### config.mk
export PLATFORM = sky130hd
export DESIGN_NAME = pipe_debug_monitor
export DESIGN_NICKNAME = d
export VERILOG_FILES = /design/src/rtl/pipe_debug_monitor.sv
export SDC_FILE = /design/constraint.sdc
export NUM_CORES = 1
export LEC_CHECK = 0
export BUFFER_PORTS_ARGS = -buffer_cell sky130_fd_sc_hd__buf_2
export CORE_UTILIZATION = 47
export DETAILED_ROUTE_END_ITERATION = 7
export GPL_TIMING_DRIVEN = 1
export HOLD_SLACK_MARGIN = 0.1
export PLACE_DENSITY = 0.75
export REMOVE_ABC_BUFFERS = 1
export SYNTH_ARGS = -nofsm -noshare
export SYNTH_HDL_FRONTEND = slang
export SYNTH_SLANG_ARGS = --single-unit
export TNS_END_PERCENT = 30
### constraint.sdc
create_clock -name clk -period 3.4 [get_ports clk]
set_input_delay 0.34 -clock clk [delete_from_list [all_inputs] [get_ports clk]]
set_output_delay 0.34 -clock clk [all_outputs]
set_load 0.1 [all_outputs]
### src/rtl/pipe_debug_monitor.sv
// Run-control and register-dump unit: counts a run, detects halt PC or cycle-limit
// timeout, then freezes the CPU and streams the register file over valid/ready.
module pipe_debug_monitor #(
  parameter int              AW      = 32,
  parameter int              DW      = 32,
  parameter int              NREG    = 32,
  parameter int              RSELW   = 5,
  parameter logic [AW-1:0]   HALT_PC = 32'h000000ff,
  parameter int              MAX_CYC = 1024,
  parameter int              CNTW    = 32
) (
  input  logic             clk,
  input  logic             rst,
  input  logic             start,
  input  logic [AW-1:0]    pc,
  input  logic             retire,
  output logic             cpu_hold,
  output logic [RSELW-1:0] reg_sel,
  input  logic [DW-1:0]    reg_data,
  output logic             dump_valid,
  input  logic             dump_ready,
  output logic [RSELW-1:0] dump_idx,
  output logic [DW-1:0]    dump_data,
  output logic [CNTW-1:0]  cycle_cnt,
  output logic [CNTW-1:0]  retire_cnt,
  output logic             timeout,
  output logic             done
);

  typedef enum logic [1:0] {
    ST_IDLE = 2'd0,
    ST_RUN  = 2'd1,
    ST_DUMP = 2'd2,
    ST_DONE = 2'd3
  } state_t;

  // One extra bit so the index can hold NREG as the "all loaded" marker.
  localparam int              IDXW     = RSELW + 1;
  localparam logic [IDXW-1:0] NREG_I   = IDXW'(NREG);
  localparam logic [CNTW-1:0] CYC_LAST = CNTW'(MAX_CYC - 1);
  localparam logic [CNTW-1:0] CNT_SAT  = {CNTW{1'b1}};

  state_t           state_r;
  state_t           state_nxt_s;
  logic [IDXW-1:0]  idx_r;
  logic             load_s;
  logic             last_hs_s;
  logic             halt_s;
  logic             tmo_s;
  logic             clear_s;
  logic [CNTW-1:0]  cycle_cnt_r;
  logic [CNTW-1:0]  retire_cnt_r;
  logic             timeout_r;
  logic             done_r;
  logic             cpu_hold_r;
  logic             dump_valid_r;
  logic [RSELW-1:0] dump_idx_r;
  logic [DW-1:0]    dump_data_r;
  logic [RSELW-1:0] reg_sel_s;

  // State register.
  always_ff @(posedge clk or posedge rst) begin
    if (rst) begin
      state_r <= ST_IDLE;
    end else begin
      state_r <= state_nxt_s;
    end
  end

  // Next-state decode and per-cycle control strobes.
  always_comb begin
    state_nxt_s = state_r;
    load_s      = 1'b0;
    last_hs_s   = 1'b0;
    halt_s      = 1'b0;
    tmo_s       = 1'b0;
    clear_s     = 1'b0;
    case (state_r)
      ST_IDLE: begin
        clear_s = 1'b1;
        if (start) begin
          state_nxt_s = ST_RUN;
        end else begin
          state_nxt_s = ST_IDLE;
        end
      end
      ST_RUN: begin
        // Halt has priority over the cycle limit in the same cycle.
        halt_s = (pc == HALT_PC);
        tmo_s  = !halt_s && (cycle_cnt_r == CYC_LAST);
        if (halt_s || tmo_s) begin
          state_nxt_s = ST_DUMP;
        end else begin
          state_nxt_s = ST_RUN;
        end
      end
      ST_DUMP: begin
        load_s    = (idx_r != NREG_I) && (!dump_valid_r || dump_ready);
        last_hs_s = (idx_r == NREG_I) && dump_valid_r && dump_ready;
        if (last_hs_s) begin
          state_nxt_s = ST_DONE;
        end else begin
          state_nxt_s = ST_DUMP;
        end
      end
      ST_DONE: begin
        if (start) begin
          clear_s     = 1'b1;
          state_nxt_s = ST_RUN;
        end else begin
          state_nxt_s = ST_DONE;
        end
      end
      default: begin
        state_nxt_s = ST_IDLE;
      end
    endcase
  end

  // Run counters and timeout flag; frozen outside RUN unless cleared.
  always_ff @(posedge clk or posedge rst) begin
    if (rst) begin
      cycle_cnt_r  <= {CNTW{1'b0}};
      retire_cnt_r <= {CNTW{1'b0}};
      timeout_r    <= 1'b0;
    end else if (clear_s) begin
      cycle_cnt_r  <= {CNTW{1'b0}};
      retire_cnt_r <= {CNTW{1'b0}};
      timeout_r    <= 1'b0;
    end else if (state_r == ST_RUN) begin
      if (cycle_cnt_r != CNT_SAT) begin
        cycle_cnt_r <= cycle_cnt_r + CNTW'(1);
      end
      if (retire && (retire_cnt_r != CNT_SAT)) begin
        retire_cnt_r <= retire_cnt_r + CNTW'(1);
      end
      if (tmo_s) begin
        timeout_r <= 1'b1;
      end
    end
  end

  // Status outputs registered from the next state.
  always_ff @(posedge clk or posedge rst) begin
    if (rst) begin
      cpu_hold_r <= 1'b0;
      done_r     <= 1'b0;
    end else begin
      cpu_hold_r <= (state_nxt_s == ST_DUMP) || (state_nxt_s == ST_DONE);
      done_r     <= (state_nxt_s == ST_DONE);
    end
  end

  // Dump read index.
  always_ff @(posedge clk or posedge rst) begin
    if (rst) begin
      idx_r <= {IDXW{1'b0}};
    end else if (state_r != ST_DUMP) begin
      idx_r <= {IDXW{1'b0}};
    end else if (load_s) begin
      idx_r <= idx_r + IDXW'(1);
    end
  end

  // Dump output register; holds while the consumer stalls.
  always_ff @(posedge clk or posedge rst) begin
    if (rst) begin
      dump_valid_r <= 1'b0;
      dump_idx_r   <= {RSELW{1'b0}};
      dump_data_r  <= {DW{1'b0}};
    end else if (load_s) begin
      dump_valid_r <= 1'b1;
      dump_idx_r   <= idx_r[RSELW-1:0];
      dump_data_r  <= (idx_r == {IDXW{1'b0}}) ? {DW{1'b0}} : reg_data;
    end else if (last_hs_s) begin
      dump_valid_r <= 1'b0;
    end
  end

  // Register-file debug select; parked at 0 outside the dump.
  always_comb begin
    reg_sel_s = {RSELW{1'b0}};
    if (state_r == ST_DUMP) begin
      reg_sel_s = idx_r[RSELW-1:0];
    end else begin
      reg_sel_s = {RSELW{1'b0}};
    end
  end

  assign cpu_hold   = cpu_hold_r;
  assign reg_sel    = reg_sel_s;
  assign dump_valid = dump_valid_r;
  assign dump_idx   = dump_idx_r;
  assign dump_data  = dump_data_r;
  assign cycle_cnt  = cycle_cnt_r;
  assign retire_cnt = retire_cnt_r;
  assign timeout    = timeout_r;
  assign done       = done_r;

endmodule

Yosys cells after proc, flatten, opt, wreduce, memory -nomap -nowiden
Cells that the tools add are included.
{"block": "op_classes", "mux": 25, "reduce_logical": 21, "n_addsub": 3, "eq_ne": 12}
{"operator": "$mux 32", "n": 7}
{"operator": "$add 32x1->32 const B", "n": 2}
{"operator": "$ne 32x32->1 const B", "n": 2}
{"operator": "$eq 32x10->1 const B", "n": 1}
{"operator": "$eq 32x8->1 const B", "n": 1}
{"operator": "$mux 6", "n": 2}
{"operator": "$reduce_bool 2->1", "n": 6}
{"operator": "$mux 1", "n": 11}
{"operator": "$eq 2x2->1 const B", "n": 4}
{"operator": "$pmux 2 s4", "n": 1}
{"operator": "$add 6x1->6 const B", "n": 1}
{"operator": "$eq 6x6->1 const B", "n": 1}
{"operator": "$logic_not 6->1", "n": 1}
{"operator": "$ne 6x6->1 const B", "n": 1}
{"operator": "$reduce_and 2->1", "n": 3}
{"operator": "$logic_and 1x1->1", "n": 5}
{"operator": "$mux 5", "n": 1}
{"operator": "$mux 2", "n": 2}
{"operator": "$logic_or 1x1->1", "n": 3}
{"operator": "$eq 2x1->1 const B", "n": 1}
{"operator": "$logic_not 1->1", "n": 2}
{"operator": "$logic_not 2->1", "n": 1}
{"operator": "$ne 2x2->1 const B", "n": 1}
{"operator": "$pmux 1 s2", "n": 1}
{"block": "word_totals", "ff_bits": 113}

Longest topological paths before layout
Gate-level depths: netlist of run 1.
{"block": "depth", "word_depth": 8, "mapped_depth": 10, "mapped_depth_nobuf": 7}

Worst setup path before layout of run 1
No wires, ideal clock.
{"block": "synth_timing", "kind": "register to register", "startpoint": "register cycle_cnt_r[0], in the netlist cycle_cnt[0]", "endpoint": "register cycle_cnt_r[1], in the netlist cycle_cnt[1]", "path_stages_with_launch": 9, "n_path_buf": 2, "arrival_ns": 2.646, "period_less_slack_ns": 2.724, "required_time_ns": 3.322, "path_slack_ns": 0.676, "setup_time_ns": 0.078, "cell_sequence": "dfrtp_1 > ha_1 > nand4_1 > nor4_1 > and3_1 > buf_4 > buf_4 > o21ai_1 > a21oi_1"}
{"block": "synth_between", "elab_chain_len": 4}
{"item": "start: declaration", "line_no": "51", "rtl": "logic [CNTW-1:0] cycle_cnt_r;"}
{"item": "start signal: assignment", "line_no": "123", "rtl": "cycle_cnt_r <= {CNTW{1'b0}};"}
{"item": "start signal: assignment", "line_no": "127", "rtl": "cycle_cnt_r <= {CNTW{1'b0}};"}
{"item": "start signal: assignment", "line_no": "132", "rtl": "cycle_cnt_r <= cycle_cnt_r + CNTW'(1);"}
{"item": "$add 32x1->32", "line_no": "132"}
{"item": "$mux 32", "line_no": "131", "rtl": "if (cycle_cnt_r != CNT_SAT) begin"}
{"item": "$mux 32", "line_no": "130", "rtl": "end else if (state_r == ST_RUN) begin"}
{"item": "$mux 32", "line_no": "126", "rtl": "end else if (clear_s) begin"}
Parallel ways exist; a longest one is shown, timed or not. The select of a mux whose other input is x is not followed.
A chain may end at the register's enable or synchronous reset.

==> results.json, run 1 <==
{
  "hold_class": "primary input to register",
  "finalCriticalPeriod_ns": 2.80,
  "numCtsBuffers": 9,
  "seqPwrFrac_pct": 45.2,
  "ys.flop_type": "dfrtp_1",
  "cts_setup_buffers": 0,
  "htreeDepth": 3,
  "vias_per_cell": 5.78,
  "clock_path_buffers": 2,
  "crit_arrival_ns": 3.08,
  "die_w_um": 115,
  "hold_end": "dump_data[6]",
  "hold_viol": 0,
  "ys_seq_area_share_pct": 46.9,
  "hp-start": "reg_data[6]",
  "outcome": "finished clean",
  "synthTopCellsByCount": "nand2_1 (114), dfrtp_1 (112), a21oi_1 (52)",
  "drtAntennaViolNets": 0,
  "period_share_pct": 82.3,
  "critical_path.max_fanout": 11,
  "internal_power_mw": 2.02,
  "worst_hold_path.num_cells": 3,
  "wl_per_cell_um": 15.8,
  "power_density_nw_per_um2": 433,
  "grt_overflow_total": 0,
  "clock-sinks": 112,
  "yosysMostFrequentCell": "nand2_1",
  "grt_first_pass_wirelength_um": 26100,
  "route.vias.total": 5748,
  "p_clk_share_pct": 32.7,
  "final_nets": 899,
  "start_util_pct": 48.9,
  "antenna_found_initial": 0,
  "yosys-top-cells-area": "dfrtp_1 (47%), nand2_1 (7.2%), a21oi_1 (4.4%)",
  "finalPower_mw": 3.15,
  "peakVddDrop_v": 0.000429,
  "hold_ws_ns": 0.206,
  "place.gp.congestion": 0.865,
  "drive_above_1_share_pct": 27.4,
  "port_buffers": 178,
  "grt_usage_pct": 25.0,
  "r2r_setup_slack_ns": 0.60,
  "critPathCaptureType": "register",
  "synth_area_per_cell_um2": 9.10,
  "grt_max_degree": 67,
  "fmax_mhz": 357,
  "combPwrFrac_pct": 22.2,
  "synth-edff-count": 0,
  "synthArstFlopShare_pct": 100,
  "grt_pass1_vias": 5431,
  "root_buffer": "clkbuf_16",
  "syn_inst": 657,
  "p_sw_mw": 1.13,
  "syn_to_final_growth_pct": 21.8,
  "ios": 179,
  "r2r_start": "cpu_hold",
  "drv_slew": 0,
  "tritoncts": "done",
  "max_slew_margin_pct": 23.6,
  "num_antenna_cells": 0,
  "setup_viol": 0,
  "fp.dieArea_um2": 13200,
  "critical_path_class": "register to register",
  "num_rows": 40,
  "firstDrtPassIters": 5,
  "cap_viol_max_count": 0,
  "drc_errors": 0,
  "synth_top_cell_by_area": "dfrtp_1",
  "worstMarginPinSlew_ns": 1.15,
  "drt_wl_total_um": 15700,
  "yosysWarnings": 0,
  "finalClockSkew_ns": 0.00791,
  "synth_area_um2": 5980,
  "synth_cell_types": 58,
  "insertion_delay_ns": 0.36,
  "rr_worst_depth": 7,
  "drt_iter0_markers": 470,
  "r2r_end": "retire_cnt[26]",
  "die_y_um": 115,
  "dp_hpwl_um": 11200,
  "cts.clk_slew.worst_paths_ns": 0.08,
  "rsz0062_at_grt": "false",
  "core-area_um2": 12200,
  "p_leak_nw": 3.42,
  "post_cts_resized": 0,
  "cp.required_ns": 3.68,
  "synth-seq-cells": 112,
  "critPathLaunchType": "register",
  "switching_share_pct": 35.8,
  "yosysTopAreaCellShare_pct": 46.9
}
cell usage in the layout, fill, tap and decap left out, types with 3 or more instances in the layout:
master / n
a21oi_1: 52
a21oi_2: 3
a31oi_1: 5
and2_1: 11
and3_1: 16
and4_1: 6
buf_2: 178
buf_4: 5
clkbuf_16: 9
clkinv_4: 3
dfrtp_1: 112
ha_1: 8
inv_1: 12
mux2_2: 3
mux2i_1: 4
nand2_1: 113
nand3_1: 27
nand4_1: 28
nor2_1: 27
nor2b_1: 4
nor3_1: 6
nor4_1: 15
nor4b_1: 3
o21ai_0: 40
o21ai_1: 15
o31ai_1: 19
or2_2: 4
or3_1: 15
or4_1: 24
xnor2_1: 6
xor2_1: 13
cells by family after synthesis:
group | synth area share (%)
buffers and inverters | 3.48
multiplexers | 1.24
AO/OA/AOI/OAI | 14.8
XOR/XNOR | 2.78
AND/OR/NAND/NOR | 29.2
flip-flops | 46.9
adder cells (fa/ha/maj) | 1.68
state kept, by name (all words and copies together) (netlist names):
name	cells
cycle_cnt	32
dump_data	32
retire_cnt	32
idx_r	6
dump_idx	5
cpu_hold	1
done	1
dump_valid	1
state_r	1
timeout	1
cell type report:
| class | instances | area [um2] |
|---|---|---|
| clock buffers | 9 | 225 |
| clock inverters | 6 | 53.8 |
| fillers | 1100 | 4930 |
| inverters | 13 | 51.3 |
| multi-input cells | 501 | 2980 |
| flip-flops and latches | 112 | 2800 |
| well taps | 168 | 210 |
| repair buffers | 185 | 958 |
power by group through the flow:
stage	Combinational (mW)	Sequential (mW)	Clock, mW
after floorplan	0.271	1.65	0
after global placement	0.678	1.45	0
after detailed placement	0.697	1.45	0
after CTS	0.701	1.42	1.05
after global routing	0.749	1.43	1.10
final	0.699	1.42	1.03
what timing repair did:
action                                 CTS  global route
endpoints found under the hold margin   46             0
setup endpoints to repair                0             0
hold buffers                             1             0
layer usage:
layer	vias to the layer above	share of wire, %	track usage, %
met3	31	7.9	7.59
met1	2752	43	32.1
met5	-	0	0
met4	0	2.3	10.3
met2	228	47	39.5
li1	2737	-	-
per-stage QoR:
step                instance area [um2]  worst slack (ns)  cells  utilization [%]  setup TNS [ns]
global route                       7280             0.414    994             59.6               0
detailed placement                 6990             0.620    978             57.2               0
global placement                   6990             0.752    978             57.2               0
finish                             7280             0.600    994             59.6               0
CTS                                7280             0.609    994             59.6               0
floorplan                          5820            -0.473    626                -          -17.88
worst max-delay path: stages (launching register included):
cell       delay [ns]
dfrtp_1          0.43
inv_1            0.11
ha_1             0.36
and2_2           0.28
and3_1           0.35
o2111ai_1        0.43
or4b_1           0.60
a21oi_1          0.16
worst max-delay path by stage:
stage             start        endpoint  slack (ns)
2_1_floorplan  cpu_hold    cycle_cnt[4]       -0.47
3_3_place_gp   cpu_hold  retire_cnt[26]        0.75
3_5_place_dp   cpu_hold  retire_cnt[26]        0.62
4_1_cts        cpu_hold  retire_cnt[26]        0.61
5_1_grt        cpu_hold  retire_cnt[26]        0.41
6_report       cpu_hold  retire_cnt[26]        0.60
Note: power is estimated with default switching activity, not from simulation.
==> run 2: changes to the inputs <==
clock period = 2.3 ns   (was 3.4 ns; I/O delays follow)
==> run 2 against run 1 <==
Net effect:
- non-clock buffer count grew 23
- sequential power grew 48%
- final cell count grew 2.4%
- die area is the same
- critical path type unchanged
- flip-flop and latch count is the same
- cell area grew 3.2%
- largest cell class unchanged
==> results.json, run 2 (same netlist as run 1, synthesis figures left out) <==
{
  "outcome": "finished clean",
  "finalPower_mw": 4.79,
  "drt_iter0_markers": 460,
  "vias_per_cell": 5.83,
  "critPathCaptureType": "register",
  "num_antenna_cells": 0,
  "max_slew_margin_pct": 59.1,
  "drv_slew": 0,
  "drc_errors": 0,
  "clock-sinks": 112,
  "p_sw_mw": 1.59,
  "cp_slowest_stage_delay_ns": 0.46,
  "hold_viol": 0,
  "start_util_pct": 48.9,
  "tritoncts": "done",
  "grt_usage_pct": 26.2,
  "final_cell_mix": "buf_2 (178), nand2_1 (113), dfrtp_1 (112)",
  "final_nets": 922,
  "core-area_um2": 12200,
  "syn_to_final_growth_pct": 25.7,
  "hold_class": "primary input to register",
  "place_inst": 1001,
  "finalInstanceArea_um2": 7510,
  "critPathLaunchType": "register",
  "critical_path.cell_chain": "ha_2 -> nand4_1 -> nor4_1 -> and3_1 -> buf_4 -> or4_1 -> a21oi_1",
  "grt_first_pass_wirelength_um": 27300,
  "port_buffers": 178,
  "slowest_stage": "nor4_1",
  "die_w_um": 115,
  "internal_power_mw": 3.20,
  "combPwrFrac_pct": 22.8,
  "switching_share_pct": 33.3,
  "setup_viol": 0,
  "p_leak_nw": 3.57,
  "instances_no_fill": 1018,
  "grt_max_degree": 61,
  "fin_tns_setup_ns": 0,
  "root_buffer": "clkbuf_16",
  "cp.required_ns": 2.52,
  "dp_hpwl_um": 12200,
  "worstMarginPinSlew_ns": 0.608,
  "antenna_found_initial": 0,
  "power_density_nw_per_um2": 638,
  "period_share_pct": 94.7,
  "finalCriticalPeriod_ns": 2.18,
  "grt_pass1_vias": 5723,
  "drtAntennaViolNets": 0,
  "cap_viol_max_count": 0,
  "drt_wl_total_um": 16500,
  "fp.dieArea_um2": 13200,
  "utilization_pct": 61.5,
  "fmax_mhz": 459,
  "firstDrtPassIters": 5,
  "num_rows": 40,
  "place.gp.congestion": 0.955,
  "ios": 179,
  "critical_path_class": "register to register",
  "clock_path_buffers": 2,
  "placed_area_um2": 7190,
  "drive_above_1_share_pct": 29.5,
  "numCtsBuffers": 9,
  "critical_path.max_fanout": 24,
  "crit_arrival_ns": 2.40,
  "final_common_cell": "buf_2",
  "die_y_um": 115,
  "htreeDepth": 3,
  "p_clk_share_pct": 33.4,
  "grt_overflow_total": 0,
  "cts.clk_slew.worst_paths_ns": 0.07,
  "finalClockSkew_ns": 0.00653,
  "route.vias.total": 5933,
  "seqPwrFrac_pct": 43.9,
  "peakVddDrop_v": 0.000348,
  "wl_per_cell_um": 16.3,
  "insertion_delay_ns": 0.35
}
run 2: cell types whose count changed in the layout (fill, tap and decap cells not counted), moves of 2 or more:
cell,delta
clkinv_4,-3
buf_12,+2
clkbuf_8,+2
clkinv_2,+2
clkbuf_1,+2
buf_4,+21
run 2: area by class of cell:
class                      instances  area [um2]
multi-input combinational        501        2990
clock inverter                     3        40.0
clock buffer                      13         260
fill                            1107        4700
inverter                          13        51.3
sequential                       112        2800
timing repair buffer             208        1160
tap                              168         210
run 2: worst paths after layout:
check,end,depth (start not counted),slack (ns),from
worst max register to register,cycle_cnt[17],7,0.12,cycle_cnt[0]
worst max-delay path,cycle_cnt[17],7,0.12,cycle_cnt[0]
max in group asynchronous,cycle_cnt[28],4,1.01,rst
worst min-delay path,dump_data[30],3,0.11,reg_data[30]
min in group asynchronous,dump_data[13],3,0.49,rst
worst min register to register,dump_data[16],2,0.48,dump_data[16]
run 2: repair_timing:
action	in CTS	in global routing
endpoints found under the hold margin	41	0
setup buffers	0	0
endpoints found under the setup margin	0	16
gates resized for setup	0	3
hold buffers	1	0
run 2: critical path, delay by kind of cell, from the launching register on:
kind                       cells  cell delay (ns)
and+or+nand+nor                4             1.02
buffers and inverters          1             0.25
AOI/OAI and AO/OA              1             0.06
adders and majority gates      1             0.25
DFF                            1             0.45
run 2: layer usage:
layer | share of wire, % | track usage, % | vias up
li1 | - | - | 2780
met1 | 43 | 34.6 | 2878
met2 | 48 | 41.7 | 240
met3 | 6.6 | 5.22 | 35
met4 | 2.6 | 12.2 | 0
met5 | 0 | 0 | -
run 2: per-stage QoR:
step	hold WS, ns	setup WS (ns)
floorplan	0.366	-1.57
global placement	0.317	0.207
detailed placement	0.334	0.112
CTS	0.103	0.0914
global route	0.106	-0.000758
finish	0.110	0.122
run 2: power groups by stage:
| stage | registers (mW) | logic [mW] | clock network [mW] |
|---|---|---|---|
| 2_1_floorplan | 2.45 | 0.400 | 0 |
| 3_3_place_gp | 2.13 | 1.06 | 0 |
| 3_5_place_dp | 2.14 | 1.09 | 0 |
| 4_1_cts | 2.10 | 1.09 | 1.63 |
| 5_1_grt | 2.11 | 1.16 | 1.72 |
| 6_report | 2.10 | 1.09 | 1.60 |
